File: src/rtl/multi_timer_if.sv
// Control/status bundle for multi_timer: the host drives the timer controls,
// the timer returns per-channel expiry pulses, run status and tick counts.
interface multi_timer_if #(
    parameter int NCH   = 4,
    parameter int CW    = 32,
    parameter int PSC_W = 16
);
    logic                 en;
    logic [PSC_W-1:0]     prescale;
    logic [NCH-1:0]       start;
    logic [NCH-1:0]       stop;
    logic [NCH-1:0]       periodic;
    logic [NCH*CW-1:0]    period;
    logic [NCH-1:0]       update_flag;
    logic [NCH-1:0]       busy;
    logic [NCH*CW-1:0]    count;

    modport master (
        output en, prescale, start, stop, periodic, period,
        input  update_flag, busy, count
    );

    modport slave (
        input  en, prescale, start, stop, periodic, period,
        output update_flag, busy, count
    );
endinterface

File: src/rtl/multi_timer.sv
// Multi-channel interval timer: one shared prescaler tick feeds NCH independent
// one-shot/periodic channels, each pulsing update_flag for one cycle on expiry.
module multi_timer #(
    parameter int NCH   = 4,
    parameter int CW    = 32,
    parameter int PSC_W = 16
) (
    input  logic           clk,
    input  logic           rstn,
    multi_timer_if.slave   bus
);

    typedef enum logic {IDLE, RUN} state_e;

    logic [PSC_W-1:0] psc_q, psc_d;
    logic             tick;

    state_e           state_q [NCH];
    state_e           state_d [NCH];
    logic [CW-1:0]    cnt_q   [NCH];
    logic [CW-1:0]    cnt_d   [NCH];
    logic [CW-1:0]    per_q   [NCH];
    logic [CW-1:0]    per_d   [NCH];
    logic [NCH-1:0]   mode_q, mode_d;
    logic [NCH-1:0]   flag_q, flag_d;

    // A prescale lowered below the running phase snaps psc back to 0 without a tick.
    always_comb begin
        tick  = bus.en && (psc_q == bus.prescale);
        psc_d = psc_q;
        if (bus.en) begin
            if (tick || (psc_q > bus.prescale))
                psc_d = '0;
            else
                psc_d = psc_q + PSC_W'(1);
        end
    end

    // NOTE: every variable gets its hold value first so no path leaves it unassigned (no latches).
    always_comb begin
        for (int i = 0; i < NCH; i++) begin
            state_d[i] = state_q[i];
            cnt_d[i]   = cnt_q[i];
            per_d[i]   = per_q[i];
            mode_d[i]  = mode_q[i];
            flag_d[i]  = 1'b0;
            if (bus.en) begin
                if (bus.stop[i]) begin
                    state_d[i] = IDLE;
                    cnt_d[i]   = '0;
                end else if (bus.start[i] && (bus.period[i*CW +: CW] != '0)) begin
                    // Restart wins over a coincident expiry, so that flag is dropped.
                    state_d[i] = RUN;
                    cnt_d[i]   = '0;
                    per_d[i]   = bus.period[i*CW +: CW];
                    mode_d[i]  = bus.periodic[i];
                end else if ((state_q[i] == RUN) && tick) begin
                    if (cnt_q[i] == per_q[i] - CW'(1)) begin
                        flag_d[i]  = 1'b1;
                        cnt_d[i]   = '0;
                        state_d[i] = mode_q[i] ? RUN : IDLE;
                    end else begin
                        cnt_d[i] = cnt_q[i] + CW'(1);
                    end
                end
            end
        end
    end

    // NOTE: state registers use non-blocking assignments so all channels update from the same pre-edge values.
    always_ff @(posedge clk or negedge rstn) begin
        if (!rstn) begin
            psc_q  <= '0;
            mode_q <= '0;
            flag_q <= '0;
            for (int i = 0; i < NCH; i++) begin
                state_q[i] <= IDLE;
                cnt_q[i]   <= '0;
                per_q[i]   <= '0;
            end
        end else begin
            psc_q  <= psc_d;
            mode_q <= mode_d;
            flag_q <= flag_d;
            for (int i = 0; i < NCH; i++) begin
                state_q[i] <= state_d[i];
                cnt_q[i]   <= cnt_d[i];
                per_q[i]   <= per_d[i];
            end
        end
    end

    assign bus.update_flag = flag_q;

    for (genvar g = 0; g < NCH; g++) begin : g_out
        assign bus.busy[g]              = (state_q[g] == RUN);
        assign bus.count[g*CW +: CW]    = cnt_q[g];
    end

endmodule

File: src/flat_wrapper.sv
// flat-port wrapper written by rule: the top's interface ports become plain ports
module multi_timer_flat 
#(
    parameter int NCH   = 4,
    parameter int CW    = 32,
    parameter int PSC_W = 16
)
  (clk, rstn, bus_en, bus_prescale, bus_start, bus_stop, bus_periodic, bus_period, bus_update_flag, bus_busy, bus_count);
  multi_timer_if #(.NCH(NCH), .CW(CW), .PSC_W(PSC_W)) bus_i ();
  input  logic clk;
  input  logic rstn;
  input wire logic [$bits(bus_i.en)-1:0] bus_en;
  input wire logic [$bits(bus_i.prescale)-1:0] bus_prescale;
  input wire logic [$bits(bus_i.start)-1:0] bus_start;
  input wire logic [$bits(bus_i.stop)-1:0] bus_stop;
  input wire logic [$bits(bus_i.periodic)-1:0] bus_periodic;
  input wire logic [$bits(bus_i.period)-1:0] bus_period;
  output wire logic [$bits(bus_i.update_flag)-1:0] bus_update_flag;
  output wire logic [$bits(bus_i.busy)-1:0] bus_busy;
  output wire logic [$bits(bus_i.count)-1:0] bus_count;
  assign bus_i.en = bus_en;
  assign bus_i.prescale = bus_prescale;
  assign bus_i.start = bus_start;
  assign bus_i.stop = bus_stop;
  assign bus_i.periodic = bus_periodic;
  assign bus_i.period = bus_period;
  assign bus_update_flag = bus_i.update_flag;
  assign bus_busy = bus_i.busy;
  assign bus_count = bus_i.count;
  multi_timer #(.NCH(NCH), .CW(CW), .PSC_W(PSC_W)) u_core (.clk(clk), .rstn(rstn), .bus(bus_i));
endmodule
File: config.mk
export PLATFORM = sky130hd
export DESIGN_NAME = multi_timer_flat
export DESIGN_NICKNAME = d
export VERILOG_FILES = /design/src/rtl/multi_timer_if.sv /design/src/rtl/multi_timer.sv /design/src/flat_wrapper.sv
export SDC_FILE = /design/constraint.sdc
export NUM_CORES = 1
export LEC_CHECK = 0
export ABC_CLOCK_PERIOD_IN_PS = 3300
export BUFFER_PORTS_ARGS = -buffer_cell sky130_fd_sc_hd__buf_2
export CAP_MARGIN = 5
export CORE_ASPECT_RATIO = 1.2
export CORE_UTILIZATION = 52
export DETAILED_ROUTE_END_ITERATION = 8
export PLACE_DENSITY = 0.78
export SYNTH_ARGS = -nofsm -noshare
export SYNTH_HDL_FRONTEND = slang
export SYNTH_SLANG_ARGS = --single-unit
File: constraint.sdc
create_clock -name clk -period 3.3 [get_ports clk]
set_input_delay 0.495 -clock clk [delete_from_list [all_inputs] [get_ports clk]]
set_output_delay 0.495 -clock clk [all_outputs]
set_load 0.05 [all_outputs]
==> results.md <==
- Final min period: 3344 ps
- CTS tree: done
- Gate Count Post-Synth: 1988
- Fin nets: between 2000 and 3000
- Wire per inst: 19.42 um
- Fin cells: between 2000 and 3000
- Die height: between 200 and 250 um
- Final hold violations: 0
- Setup WS post-layout: -43.92 ps
- Via count: 17420
- Largest net degree at the start of global routing: about 110
- Final Cycle Share: 101.3%
- LEAKAGE: 10.24 nW
- PortBufs: 294
- Placer Congestion: roughly 0.95
- Async S/R FF share, synth: between 90% and 100%
- Worst slew pin tran: 857.7 ps
- F_max: 299.1 MHz
- Clk_skew: 11.70 ps
- Detailed Route Iter0 Violations: 1160
- Crit. End Element: flop
- Sequential share of power: between 40 and 50%
- Area grow syn2layout: 25.05%
- Worst-path clk slew: 60 ps
- First-pass GRT wire length: 87230 um
- Setup tns final: -689.0 ps
- Post-synth EDFFs: 0
- Setup violations, final: 31
- Combinational share of power: between 20 and 25%
- Violated checks: setup timing
- DIE WIDTH: 174.1 um
- Vias/cell: 6.092
- Clock root cell: clkbuf_16
- Slew Limit Headroom: between 40% and 50%
- Sequential-to-total area share from yosys stat: 38.46%
- Synth warnings: 0
- CTS Buf Count: 34
- CP Launch Type: flop
- Synth cell count leaders: 284 x dfrtp_1, 146 x nor2_1, 145 x xnor2_1
- Die ar.: 0.03629 mm^2
- Sw frac: 30.94%
- Dpl hpwl: slightly above 40000 um
- Top-count cell post-synth: dfrtp_1
- Crit Path Max Fanout: 5
- Post-synthesis register bit count: 284
- NetSw: 3.368 mW
- First-pass detailed-route iteration total: 6
- Clock Latency Late Sink: 530 ps
- Cell variety after synth: 81
- H-Tree Depth: 2
- Total GRT Usage: 29.49%
- Most common flop cell mapped by yosys: dfrtp_1
- Pint: 7.519 mW
- PwrDens: between 400 and 500 mW/mm^2
- Clock sink total: 284
- Core box area: 0.03500 mm^2
- CP Class: flop to flop
- Routed WL: 55510 um
- # Max-Cap Violations: 0
- CTS max path bufs: 3
- Initial antenna violation count: 4
- Req. time, crit path: 3700 ps
- Largest area contributor in the netlist: dfrtp_1
- Fin. max-slew vios: 0
- Share of layout cells above drive strength 1: a little under a third
- # hold bufs at CTS: 0
- Hold Path Class: primary input to asynchronous set/reset pin
- Gr ovfl total: 0
- Outcome: finished with violations
- Vias in the first global route: 17050
- Synth top area cells: dfrtp_1 38%, mux2_2 8.2%, xnor2_1 6.9%
- Avg Inst Size Synth: 9.295 um^2
- Synth Cell Area: around 0.018 mm^2
- RSZ-0062 raised after global routing: true
- Worst EP arrival: ~3800 ps
- Syn nets: 2172
- Yosys top cell area share: 38.46%
- Row Count: 75
- Place WS: -374.8 ps
- Clock share of power: 35.5%
- Worst vdd ir: between 0.4 and 0.5 mV
- Cells after DPL: 2782
- DRC: 0
- IO Pins: 295
- Antenna Nets Post-Route: 0
- Starting Density: 52.79%
-- critical path, cell delays in order, from the launching register on --
cell and delay, ps:
dfrtp_1 370, or4_4 530, or4_4 560, buf_4 180
nor2_2 130, a221oi_1 110, or4_4 510, nor4_4 290
buf_4 190, a221oi_2 70, a311o_1 300
-- final timing paths --
kind / start / endpoint / slack (ps) / cells past startpoint
setup reg to reg: u_core.per_q[10] / u_core.bus.count[98] / -40 / 10
setup / recovery: u_core.per_q[10] / u_core.bus.count[98] / -40 / 10
max in group asynchronous: rstn / u_core.per_q[51] / 2320 / 2
min in group clk: bus_periodic[0] / u_core.mode_q[0] / 210 / 2
hold / removal: rstn / u_core.per_q[102] / 30 / 1
hold reg to reg: u_core.mode_q[3] / u_core.mode_q[3] / 520 / 1
-- metrics by stage --
| stage | cell area (um^2) | total power [mW] | hold slack [ps] | utilization (%) |
|---|---|---|---|---|
| 2_1_floorplan | 18570 | 5.982 | 199.4 | - |
| 3_3_place_gp | 21410 | 6.824 | 492.9 | 61.16 |
| 3_5_place_dp | 21410 | 6.928 | 501.3 | 61.16 |
| 4_1_cts | 22570 | 10.84 | 74.93 | 64.49 |
| 5_1_grt | 23100 | 11.39 | 105.6 | 66.01 |
| 6_report | 23110 | 10.89 | 26.10 | 66.01 |
-- logic make-up (layout without fill, tap and decap cells) --
group	after synthesis	in the layout	synth area share (%)
multiplexers	141	141	8.552
flip-flops	284	284	38.46
AO/OA/AOI/OAI	292	292	10.80
XOR/XNOR	275	275	13.03
AND/OR/NAND/NOR	815	815	24.13
other	0	1	0
buffers and inverters	156	564	3.325
adder cells (fa/ha/maj)	25	25	1.693
-- layout make-up --
cell class                      count  area (um^2)
Multi-Input combinational cell   1548        11230
Sequential cell                   284         7109
Clock buffer                       47         1013
Timing Repair Buffer              448         2823
Tap cell                          462        578.1
Clock inverter                      9        123.9
Inverter                           60        225.2
Antenna cell                        1        2.502
Fill cell                        2782        11900
-- layout by cell type (no fill, tap or decap), types with 11 or more instances in the layout --
cell       count
buf_2        295
dfrtp_1      282
nor2_1       145
xnor2_1      145
mux2_2       134
buf_4        131
xor2_1       130
nand2_1      125
a21oi_1       84
nand3_1       82
nor4_1        75
nor3_1        74
inv_1         60
nand4_1       56
clkbuf_16     39
and3_1        34
o21ai_0       29
or4_1         27
ha_1          24
nand2b_1      23
a211oi_1      20
nand3b_1      19
a21o_1        18
o31ai_1       17
and4_1        15
or3_1         14
nor3_2        14
or4_4         12
or2_2         12
a31oi_1       12
a2111oi_1     11
-- routing by layer --
layer | routed length (um) | GRT usage, % | part of all wire (%) | up-vias
met1 | 22490 | 36.11 | 41 | 8540
met5 | 41 | 0 | 0.074 | -
met2 | 27690 | 51.05 | 50 | 641
met4 | 2140 | 12.40 | 3.9 | 6
met3 | 3153 | 5.044 | 5.7 | 152
li1 | - | - | - | 8078
-- timing repair --
item	4_1_cts	5_1_grt
gates cloned	0	8
setup buffers	0	12
pin swaps	2	16
resized for setup	9	82
endpoints found under the setup margin	63	122
-- flip-flops by register name (all words and copies together), names as in the netlist --
register,cells
u_core.bus.busy,4
u_core.bus.count,128
u_core.bus.update_flag,4
u_core.mode_q,4
u_core.per_q,128
u_core.psc_q,16
-- power groups by stage --
| stage | logic [mW] | clock network (mW) | registers (mW) |
|---|---|---|---|
| after global placement | 2.43 | 0 | 4.39 |
| after global routing | 2.88 | 4.07 | 4.45 |
| final | 2.64 | 3.86 | 4.39 |
| after floorplan | 1.68 | 0 | 4.30 |
| after CTS | 2.54 | 3.94 | 4.36 |
| after detailed placement | 2.51 | 0 | 4.42 |
(Power assumes the default switching activity.)
